`config.mk`:
```
export PLATFORM = sky130hd
export DESIGN_NAME = note_lane_engine
export DESIGN_NICKNAME = d
export VERILOG_FILES = /design/src/rtl/note_pkg.sv /design/src/rtl/step_timer.sv /design/src/rtl/note_lane_engine.sv
export SDC_FILE = /design/constraint.sdc
export NUM_CORES = 1
export LEC_CHECK = 0
export CAP_MARGIN = 20
export CORE_ASPECT_RATIO = 1.5
export CORE_UTILIZATION = 45
export DETAILED_ROUTE_END_ITERATION = 6
export HOLD_SLACK_MARGIN = 0.06
export PLACE_DENSITY_LB_ADDON = 0.05
export SLEW_MARGIN = 20
export SYNTH_ARGS = -nofsm -noshare
export SYNTH_HDL_FRONTEND = slang
export SYNTH_HIERARCHICAL = 1
export SYNTH_SLANG_ARGS = --single-unit
```
`constraint.sdc`:
```
create_clock -name clk -period 7.7 [get_ports clk]
set_input_delay 1.54 -clock clk [delete_from_list [all_inputs] [get_ports clk]]
set_output_delay 1.54 -clock clk [all_outputs]
set_load 0.05 [all_outputs]
```
`src/rtl/note_pkg.sv`:
```
// note_pkg: shared hit-zone size, offset codes and judge score codes.
//   Imported by note_lane_engine and the button judge.
package note_pkg;
  localparam int ZONE_LEN = 5;
  localparam logic [2:0] OFS_NONE    = 3'd0;
  localparam logic [2:0] OFS_EARLY   = 3'd1;
  localparam logic [2:0] OFS_PERF_LO = 3'd2;
  localparam logic [2:0] OFS_PERF_HI = 3'd4;
  localparam logic [2:0] OFS_LATE    = 3'd5;
  typedef enum logic [1:0] {SCORE_NONE, SCORE_MISS, SCORE_GOOD, SCORE_PERFECT} score_e;
  // Timing code of a head note sitting at hit-zone position head (0..ZONE_LEN-1).
  function automatic logic [2:0] ofs_of(input logic [2:0] head);
    return 3'(ZONE_LEN) - head;
  endfunction
endpackage

```
`src/rtl/step_timer.sv`:
```
// step_timer: scroll step generator.
//   Ports: clk, rst (async active-low), run (1 = count, 0 = hold),
//   step_pulse (one cycle every STEP_CYCLES counted cycles).
module step_timer #(
  parameter int STEP_CYCLES = 5_000_000
) (
  input  logic clk,
  input  logic rst,
  input  logic run,
  output logic step_pulse
);
  localparam int CW = $clog2(STEP_CYCLES);
  logic [CW-1:0] cnt_q, cnt_d;
  always_comb begin
    step_pulse = run && (cnt_q == CW'(STEP_CYCLES - 1));
    cnt_d = step_pulse ? '0 : cnt_q + CW'(run);
  end
  always_ff @(posedge clk or negedge rst) begin
    if (!rst) cnt_q <= '0;
    else cnt_q <= cnt_d;
  end
endmodule

```
`src/rtl/note_lane_engine.sv`:
```
// note_lane_engine: red/blue note lanes scrolling toward the hit edge; feeds the judge.
//   Ports: clk, rst (async active-low), run; spawn_valid/red/blue + spawn_ready handshake;
//   delete_note (judge hit, one cycle late); node_R/node_B/offset head decode;
//   lane_red/lane_blue bitmaps (bit i = position i); step_pulse; miss.
//   Optional: define NOTE_LANE_MISS_CNT_EN to add saturating miss_count[7:0].
module note_lane_engine
  import note_pkg::*;
#(
  parameter int LANE_LEN    = 8,
  parameter int STEP_CYCLES = 5_000_000
) (
  input  logic                clk,
  input  logic                rst,
  input  logic                run,
  input  logic                spawn_valid,
  input  logic                spawn_red,
  input  logic                spawn_blue,
  output logic                spawn_ready,
  input  logic                delete_note,
  output logic                node_R,
  output logic                node_B,
  output logic [2:0]          offset,
  output logic [LANE_LEN-1:0] lane_red,
  output logic [LANE_LEN-1:0] lane_blue,
`ifdef NOTE_LANE_MISS_CNT_EN
  output logic [7:0]          miss_count,
`endif
  output logic                step_pulse,
  output logic                miss
);
  logic                step;
  logic [LANE_LEN-1:0] lane_red_q, lane_red_d, lane_blue_q, lane_blue_d;
  logic [LANE_LEN-1:0] del_mask, red_k, blue_k;
  logic                pend_q, pend_d, pend_red_q, pend_red_d, pend_blue_q, pend_blue_d;
  logic [2:0]          head, prev_head_q, target;
  logic                head_valid, prev_valid_q, prev_step_q, del_ok, accept;

  step_timer #(.STEP_CYCLES(STEP_CYCLES)) u_timer (
    .clk       (clk),
    .rst       (rst),
    .run       (run),
    .step_pulse(step)
  );

  always_comb begin
    head = '0;
    head_valid = 1'b0;
    for (int i = ZONE_LEN - 1; i >= 0; i--)
      if (lane_red_q[i] | lane_blue_q[i]) begin
        head = 3'(i);
        head_valid = 1'b1;
      end
    offset = head_valid ? ofs_of(head) : OFS_NONE;
    node_R = head_valid & lane_red_q[head];
    node_B = head_valid & lane_blue_q[head];
    // The judge answers about last cycle's head; if a step happened since, that note moved down one.
    target = prev_head_q - 3'(prev_step_q);
    del_ok = delete_note && prev_valid_q && !(prev_head_q == 3'd0 && prev_step_q);
    del_mask = del_ok ? (LANE_LEN'(1) << target) : '0;
    red_k = lane_red_q & ~del_mask;
    blue_k = lane_blue_q & ~del_mask;
    miss = step && (red_k[0] | blue_k[0]);
    lane_red_d = step ? {pend_red_q, red_k[LANE_LEN-1:1]} : red_k;
    lane_blue_d = step ? {pend_blue_q, blue_k[LANE_LEN-1:1]} : blue_k;
    spawn_ready = !pend_q;
    accept = spawn_valid && spawn_ready;
    // An empty slot still shifts in zeros, so colour bits are cleared whenever the slot empties.
    pend_d = accept | (pend_q & ~step);
    pend_red_d = accept ? spawn_red : (step ? 1'b0 : pend_red_q);
    pend_blue_d = accept ? spawn_blue : (step ? 1'b0 : pend_blue_q);
  end

  always_ff @(posedge clk or negedge rst) begin
    if (!rst) begin
      lane_red_q   <= '0;
      lane_blue_q  <= '0;
      pend_q       <= 1'b0;
      pend_red_q   <= 1'b0;
      pend_blue_q  <= 1'b0;
      prev_head_q  <= '0;
      prev_valid_q <= 1'b0;
      prev_step_q  <= 1'b0;
    end else begin
      lane_red_q   <= lane_red_d;
      lane_blue_q  <= lane_blue_d;
      pend_q       <= pend_d;
      pend_red_q   <= pend_red_d;
      pend_blue_q  <= pend_blue_d;
      prev_head_q  <= head;
      prev_valid_q <= head_valid;
      prev_step_q  <= step;
    end
  end

  assign lane_red   = lane_red_q;
  assign lane_blue  = lane_blue_q;
  assign step_pulse = step;

`ifdef NOTE_LANE_MISS_CNT_EN
  logic [7:0] miss_count_q, miss_count_d;
  assign miss_count_d = miss_count_q + 8'(miss && miss_count_q != 8'hff);
  always_ff @(posedge clk or negedge rst) begin
    if (!rst) miss_count_q <= '0;
    else miss_count_q <= miss_count_d;
  end
  assign miss_count = miss_count_q;
`endif
endmodule

```
==> flow_summary.ini, run 1 <==
[run_status]
status = completed

[sta]
period_minus_slack_ps = 5660
fmax_mhz = 177
fin_skew_ps = 11.3
rsz0062_at_grt = false
fin_crit_sh_pct = 73.5
fin_tns_setup_ps = 0
max_slew.worst_pin.slew_ps = 698
drv_slew = 0
final_hold_viol_count = 0
setup_slack_ps = 2040
setup_viol = 0
relSlewSlack_pct = 53.0

[layout]
drive_gt1_share_pct = 9.52
diodes = 0
final_cell_mix = dfrtp_1 (47), clkdlybuf4s50_1 (29), nand2_1 (27)
stdcell_count = 341
finish.utilization_pct = 55.9
fin_nets = 284
areaGrowthSynthToFinish_pct = 20.0
final_common_cell = dfrtp_1

[clock_tree]
cts_tree = done
clkSlewWorstSetupHoldPaths_ps = 80
cts_buffers = 5
htreeDepth = 2
cts_buffer_depth = 2
cts_resized = 0
clk_latency_ps = 300
holdBufCountCts = 0
ctsRootBufferMaster = clkbuf_8
clkSinkCount = 47
post_cts_buffers = 0

[global_routing]
antenna_found_initial = 0
grt_pass1_wl_mm = 8.34
grt_max_degree = 48
grt_use_total_pct = 20.1
overflow = 0
first_global_vias = 1813

[worst_hold_path]
min-delay-path-class = flop to flop
hp-start = u_timer/cnt_q[13]

[die]
dieArea_mm2 = 0.00565
dieHeight_um = 91.6
core_area_mm2 = 0.00516
fp-row-count = 32
start_util_pct = 46.6
die_w_um = 61.7
pin_count = 31

[routing]
drt-initial-drc-count = 85
wl_per_cell_um = 14.4
drt-vias-per-instance = 5.30
first_pass_iters = 4
route.vias.total = 1806
drc = 0
routed_wl_mm = 4.90
drtAntennaViolNets = 0

[logic_synthesis]
ys_types = 45
avgSynthCellArea_um2 = 10.0
synth_edf_count = 0
syn_inst = 240
ys_ff_latch = 47
yosysWarnings = 6
synth.net_count = 252
ys_seq_area_share_pct = 48.9
synth_flop_cell = dfrtp_1
synth.top_cell.area_share_pct = 48.9
synth_area_leader_cell = dfrtp_1
syn_area_mm2 = 0.00241
synthArstFlopShare_pct = 100
synth_area_leaders = dfrtp_1 (49%), xor2_1 (5.1%), nand2_1 (4.2%)

[place]
gp_congestion = 0.781
numPortBuffers = 30
place_hpwl_mm = 3.61
dp_cells = 333
place_ws_ps = 2020

[setup_path]
cp_slowest_cell = clkdlybuf4s50_1
worst_path_most_repeated_cell = clkdlybuf4s50_1
r2r_slack_ps = 5030
setup.worst_path.start = run
cp-end-kind = output pin
start_kind = input port
cpPeakStageDelay_ps = 790
path_cells = clkdlybuf4s50_1 > or4bb_1 > nor4_4 > o211a_1 > clkdlybuf4s50_1
worst-setup-path-type = input port to output pin
path_max_fanout = 10
cp.required_ps = 6160
crit_arrival_ps = 4120
critPathBufInv = 2
crit_family = buffers and inverters
worstReg2RegStart = u_timer/cnt_q[10]

[power]
p_leak_nw = 1.27
p_total_mw = 0.548
power-per-cell-area_mw_per_mm2 = 190
peakVddDrop_uv = 162

[run]
max_cap_viol_count = 0
[final cells by class]
| cell class | instances | area [µm²] |
|---|---|---|
| tap | 68 | 85.1 |
| clock inverter | 2 | 60.1 |
| fill | 471 | 2280 |
| clock buffer | 6 | 72.6 |
| multi-input combinational | 176 | 1150 |
| sequential | 47 | 1180 |
| timing repair buffer | 32 | 310 |
| inverter | 10 | 37.5 |
[cell families after synthesis]
group	count (synthesis)	share of synthesized area [%]
flops	47	48.9
buf+inv	17	3.48
simple gates	117	29.1
fa+ha+maj	5	2.60
xor+xnor	20	7.59
compound gates	34	8.37
[stage by stage]
| step | hold WS [ps] | instance area, µm² |
|---|---|---|
| floorplan | 456 | 2410 |
| global placement | 479 | 2760 |
| detailed placement | 482 | 2760 |
| CTS | 497 | 2890 |
| global route | 524 | 2890 |
| finish | 497 | 2890 |
[routing by layer]
metal / GRT usage [%] / share of wire [%]
met5: 0 / 0
met4: 7.59 / 1.6
met3: 3.70 / 1.8
met2: 34.9 / 54
met1: 23.3 / 43
[path summary, 6_finish.rpt]
path	depth (start not counted)	to
setup / recovery	5	miss
hold / removal	1	u_timer/cnt_q[13]
setup reg to reg	6	lane_red[5]
hold reg to reg	1	u_timer/cnt_q[13]
max in group asynchronous	2	lane_red[6]
min in group asynchronous	2	prev_valid_q
[power breakdown]
part           switching [mW]  internal, mW  leakage, nW  total [mW]
clock                  0.0796         0.130       0.0654       0.209
sequential             0.0199         0.265        0.640       0.284
combinational          0.0300        0.0246        0.565      0.0546
[sequential cells by signal (all words and copies together), names as in the netlist]
signal and count:
u_timer/cnt_q 23, lane_blue 8, prev_valid_q 1, pend_blue_q 1, lane_red 8, prev_step_q 1
prev_head_q 3, pend_q 1, pend_red_q 1
[synthesized netlist by cell type (3+ instances only)]
| library cell | instances |
|---|---|
| and3_1 | 6 |
| nand2_1 | 27 |
| inv_1 | 10 |
| dfrtp_1 | 47 |
| nor2b_1 | 3 |
| o21ai_0 | 6 |
| a21oi_1 | 4 |
| nand4b_2 | 3 |
| nor3_1 | 3 |
| clkbuf_1 | 3 |
| nand4_2 | 4 |
| xor2_1 | 14 |
| o21ai_1 | 14 |
| nor2_1 | 21 |
| nand4_1 | 9 |
| nand3_1 | 20 |
| xnor2_1 | 5 |
| ha_1 | 5 |
Power figures use the tool's default switching activity.
==> run 2: changes to the inputs <==
Clock period 7.7 ns to 4.9 ns, I/O delays scaled along.
==> run 2 against run 1 <==
- wire length grew 2.8%
- via count up 2.4%
- sequential cell count is the same
- critical endpoint unchanged
- sequential share of layout area up 0.55 points
- utilization is 0.75 points lower
- highest routed layer unchanged
- combinational power up 52%
==> flow_summary.ini, run 2 (synthesis gave the netlist of run 1 again) <==
[layout]
drive_gt1_share_pct = 10.6
diodes = 0
finish.utilization_pct = 55.2
stdcell_area_mm2 = 0.00285
fin_nets = 284
largest_reg_flops = 23
regMostFlops = u_timer/cnt_q
stdcell_count = 341
areaGrowthSynthToFinish_pct = 18.4
final_cell_mix = dfrtp_1 (47), nand2_1 (27), clkdlybuf4s50_1 (27)
final_common_cell = dfrtp_1

[clock_tree]
cts_buffers = 5
ctsRootBufferMaster = clkbuf_8
post_cts_buffers = 0
clk_latency_ps = 310
holdBufCountCts = 0
clkSinkCount = 47
cts_resized = 0
clkSlewWorstSetupHoldPaths_ps = 90
cts_buffer_depth = 2
htreeDepth = 2
cts_tree = done

[sta]
period_minus_slack_ps = 3760
relSlewSlack_pct = 51.0
fin_skew_ps = 14.9
drv_slew = 0
rsz0062_at_grt = false
fmax_mhz = 266
max_slew.worst_pin.slew_ps = 728
fin_tns_setup_ps = 0
fin_crit_sh_pct = 76.6
final_hold_viol_count = 0
setup_viol = 0

[die]
pin_count = 31
start_util_pct = 46.6
core_area_mm2 = 0.00516
dieHeight_um = 91.6
fp-row-count = 32
die_w_um = 61.7
dieArea_mm2 = 0.00565

[global_routing]
grt_use_total_pct = 20.7
overflow = 0
first_global_vias = 1836
antenna_found_initial = 0
grt_pass1_wl_mm = 8.49
grt_max_degree = 49

[power]
power-per-cell-area_mw_per_mm2 = 276
p_total_mw = 0.785
peakVddDrop_uv = 184
p_leak_nw = 1.26

[routing]
drt-vias-per-instance = 5.42
route.vias.total = 1849
routed_wl_mm = 5.04
drtAntennaViolNets = 0
drt-initial-drc-count = 98
wl_per_cell_um = 14.8
drc = 0
first_pass_iters = 4

[setup_path]
cp.required_ps = 3920
r2r_cells = 6
cp-end-kind = output pin
cp_slowest_cell = or4bb_1
r2r_slack_ps = 2540
r2r-end = pend_blue_q
worst-setup-path-type = input port to output pin
setup.worst_path.start = run
start_kind = input port
crit_arrival_ps = 2780
cpPeakStageDelay_ps = 530
crit_family = simple AND/OR/NAND/NOR gates
path_cells = clkdlybuf4s50_1 > or4bb_1 > nor4_4 > o211a_1 > buf_4
worstReg2RegStart = u_timer/cnt_q[10]
critPathBufInv = 2
path_max_fanout = 5

[run_status]
status = completed

[worst_hold_path]
min-delay-path-class = flop to flop
holdPathStages = 1
min_to = u_timer/cnt_q[17]
hp-start = u_timer/cnt_q[17]

[place]
postPlaceCellArea_mm2 = 0.00275
numPortBuffers = 30
dp_cells = 333
gp_congestion = 0.799
place_hpwl_mm = 3.58

[run]
max_cap_viol_count = 0
run 2: stage by stage:
step	setup WS (ps)	hold slack, ps
after global placement	1150	473
after detailed placement	1130	478
after floorplan	853	456
final	1140	494
after CTS	1120	495
after global routing	1030	515
run 2: worst max-delay path by stage:
stage | endpoint | slack (ps) | cells past startpoint
CTS | miss | 1120 | 5
global route | miss | 1030 | 5
detailed placement | miss | 1130 | 5
finish | miss | 1140 | 5
global placement | miss | 1150 | 5
floorplan | miss | 850 | 6
run 2: layout make-up:
cell class	count	area [µm²]
repair buffers	32	305
clock inverters	2	16.3
flip-flops and latches	47	1180
inverters	10	37.5
clock buffers	6	82.6
multi-input cells	176	1150
fillers	461	2310
well taps	68	85.1
run 2: layer usage:
metal	vias to the layer above	GRT usage (%)	share of wire [%]
met3	10	3.56	1.9
met5	-	0	0
met1	895	22.5	41
met2	30	36.4	53
met4	0	10.6	3.4
li1	914	-	-
run 2: power by group:
part | internal [mW] | total [mW] | switching (mW)
Clock | 0.115 | 0.254 | 0.139
Sequential | 0.416 | 0.448 | 0.0325
Combinational | 0.0387 | 0.0828 | 0.0441
Total | 0.570 | 0.785 | 0.216
==> run 3: changes to the inputs <==
Clock period 4.9 ns to 3.4 ns, I/O delays scaled along.
==> run 3 against run 2 <==
- clock skew fell by 0.57 ps
- die area did not move
- critical path depth fell by 1
- hold slack got worse by 130 ps
==> flow_summary.ini, run 3 (synthesis gave the netlist of run 1 again) <==
[die]
core_area_mm2 = 0.00516
fp-row-count = 32
dieHeight_um = 91.6
die_w_um = 61.7
start_util_pct = 46.6
pin_count = 31
dieArea_mm2 = 0.00565

[sta]
period_minus_slack_ps = 3130
fmax_mhz = 320
rsz0062_at_grt = false
setup_slack_ps = 272
setup_viol = 0
fin_tns_setup_ps = 0
final_hold_viol_count = 0
fin_skew_ps = 14.3
max_slew.worst_pin.slew_ps = 623
relSlewSlack_pct = 58.1
fin_crit_sh_pct = 92.0
drv_slew = 0

[setup_path]
crit_arrival_ps = 2450
cp_slowest_cell = clkdlybuf4s50_1
worst-setup-path-type = flop to output pin
cp.required_ps = 2720
start_kind = flop
path_max_fanout = 7
cpPeakStageDelay_ps = 800
path_cells = nor4_1 > inv_1 > nor2_1 > clkdlybuf4s50_1
cp-end-kind = output pin

[routing]
wl_met1_mm = 2.02
wl_per_cell_um = 14.3
wl_met3_um = 136
routed_wl_mm = 4.88
route.vias.total = 1876
top_layer_used = met4
drtAntennaViolNets = 0
drt-initial-drc-count = 114
wl_met2_mm = 2.63
drc = 0
drt-vias-per-instance = 5.49
first_pass_iters = 4

[global_routing]
overflow = 0
first_global_vias = 1745
grt_use_total_pct = 20.0
grt_max_degree = 48
grt_pass1_wl_mm = 8.31
antenna_found_initial = 0

[run_status]
status = completed

[place]
place_hpwl_mm = 3.55
gp_congestion = 0.775
place_ws_ps = 282
numPortBuffers = 30

[power]
peakVddDrop_uv = 308
p_leak_nw = 1.26
power-per-cell-area_mw_per_mm2 = 390

[clock_tree]
cts_buffers = 5
htreeDepth = 2
clkSlewWorstSetupHoldPaths_ps = 100
cts_buffer_depth = 2
clk_latency_ps = 300
post_cts_buffers = 0
cts_tree = done
holdBufCountCts = 0
ctsRootBufferMaster = clkbuf_8
clkSinkCount = 47
cts_resized = 0

[layout]
diodes = 0
fin_nets = 285
areaGrowthSynthToFinish_pct = 19.9
n_fill_cell = 473
drive_gt1_share_pct = 11.3
regMostFlops = u_timer/cnt_q
final_cell_mix = dfrtp_1 (47), nand2_1 (27), clkdlybuf4s50_1 (27)
largest_reg_flops = 23
final_common_cell = dfrtp_1

[worst_hold_path]
min-delay-path-class = input port to async pin

[run]
max_cap_viol_count = 0
run 3: cell count changes in the layout (fill, tap and decap cells not counted):
cell / before / now
buf_12: 0 / 2
buf_2: 1 / 0
o211a_1: 1 / 0
o211a_2: 0 / 1
run 3: metal layers:
metal	vias to the layer above	track usage [%]
li1	913	-
met3	7	3.13
met2	37	33.8
met1	919	24.7
met5	-	0
met4	0	7.04
run 3: final cells by class:
cell class	instances	area [µm²]	share of cell area, %
Sequential cell	47	1180	40.8
Timing Repair Buffer	33	340	11.8
Multi-Input combinational cell	176	1150	39.8
Clock buffer	6	82.6	2.86
Inverter	10	37.5	1.30
Clock inverter	2	16.3	0.564
Tap cell	68	85.1	2.95
run 3: power breakdown:
| part | switching, mW | total [mW] | internal, mW |
|---|---|---|---|
| Sequential | 0.0479 | 0.647 | 0.599 |
| Clock | 0.193 | 0.360 | 0.166 |
| Combinational | 0.0645 | 0.119 | 0.0549 |
run 3: final timing paths:
kind / start / end / slack (ps) / cells after the start
max in group asynchronous: rst / lane_blue[7] / 2610 / 1
hold / removal: rst / prev_head_q[1] / 370 / 1
min in group clk: u_timer/cnt_q[17] / u_timer/cnt_q[17] / 490 / 1
setup reg to reg: u_timer/cnt_q[10] / lane_blue[7] / 1270 / 6
setup / recovery: lane_red[1] / offset[1] / 270 / 4
hold reg to reg: u_timer/cnt_q[17] / u_timer/cnt_q[17] / 490 / 1
run 3: critical path, delay by kind of cell, from the launching register on:
| kind | cells | cell delay [ps] |
|---|---|---|
| DFF | 1 | 450 |
| and+or+nand+nor | 2 | 730 |
| buffers and inverters | 2 | 950 |
run 3: metrics by stage:
step | power, mW | instances | hold slack (ps) | util [%] | instance area [µm²]
4_1_cts | 1.14 | 342 | 495 | 55.8 | 2880
6_report | 1.13 | 342 | 365 | 55.9 | 2890
5_1_grt | 1.20 | 342 | 406 | 55.9 | 2890
3_3_place_gp | 0.774 | 334 | 473 | 53.9 | 2780
3_5_place_dp | 0.777 | 334 | 480 | 53.9 | 2780
2_1_floorplan | 0.729 | 240 | 384 | - | 2410
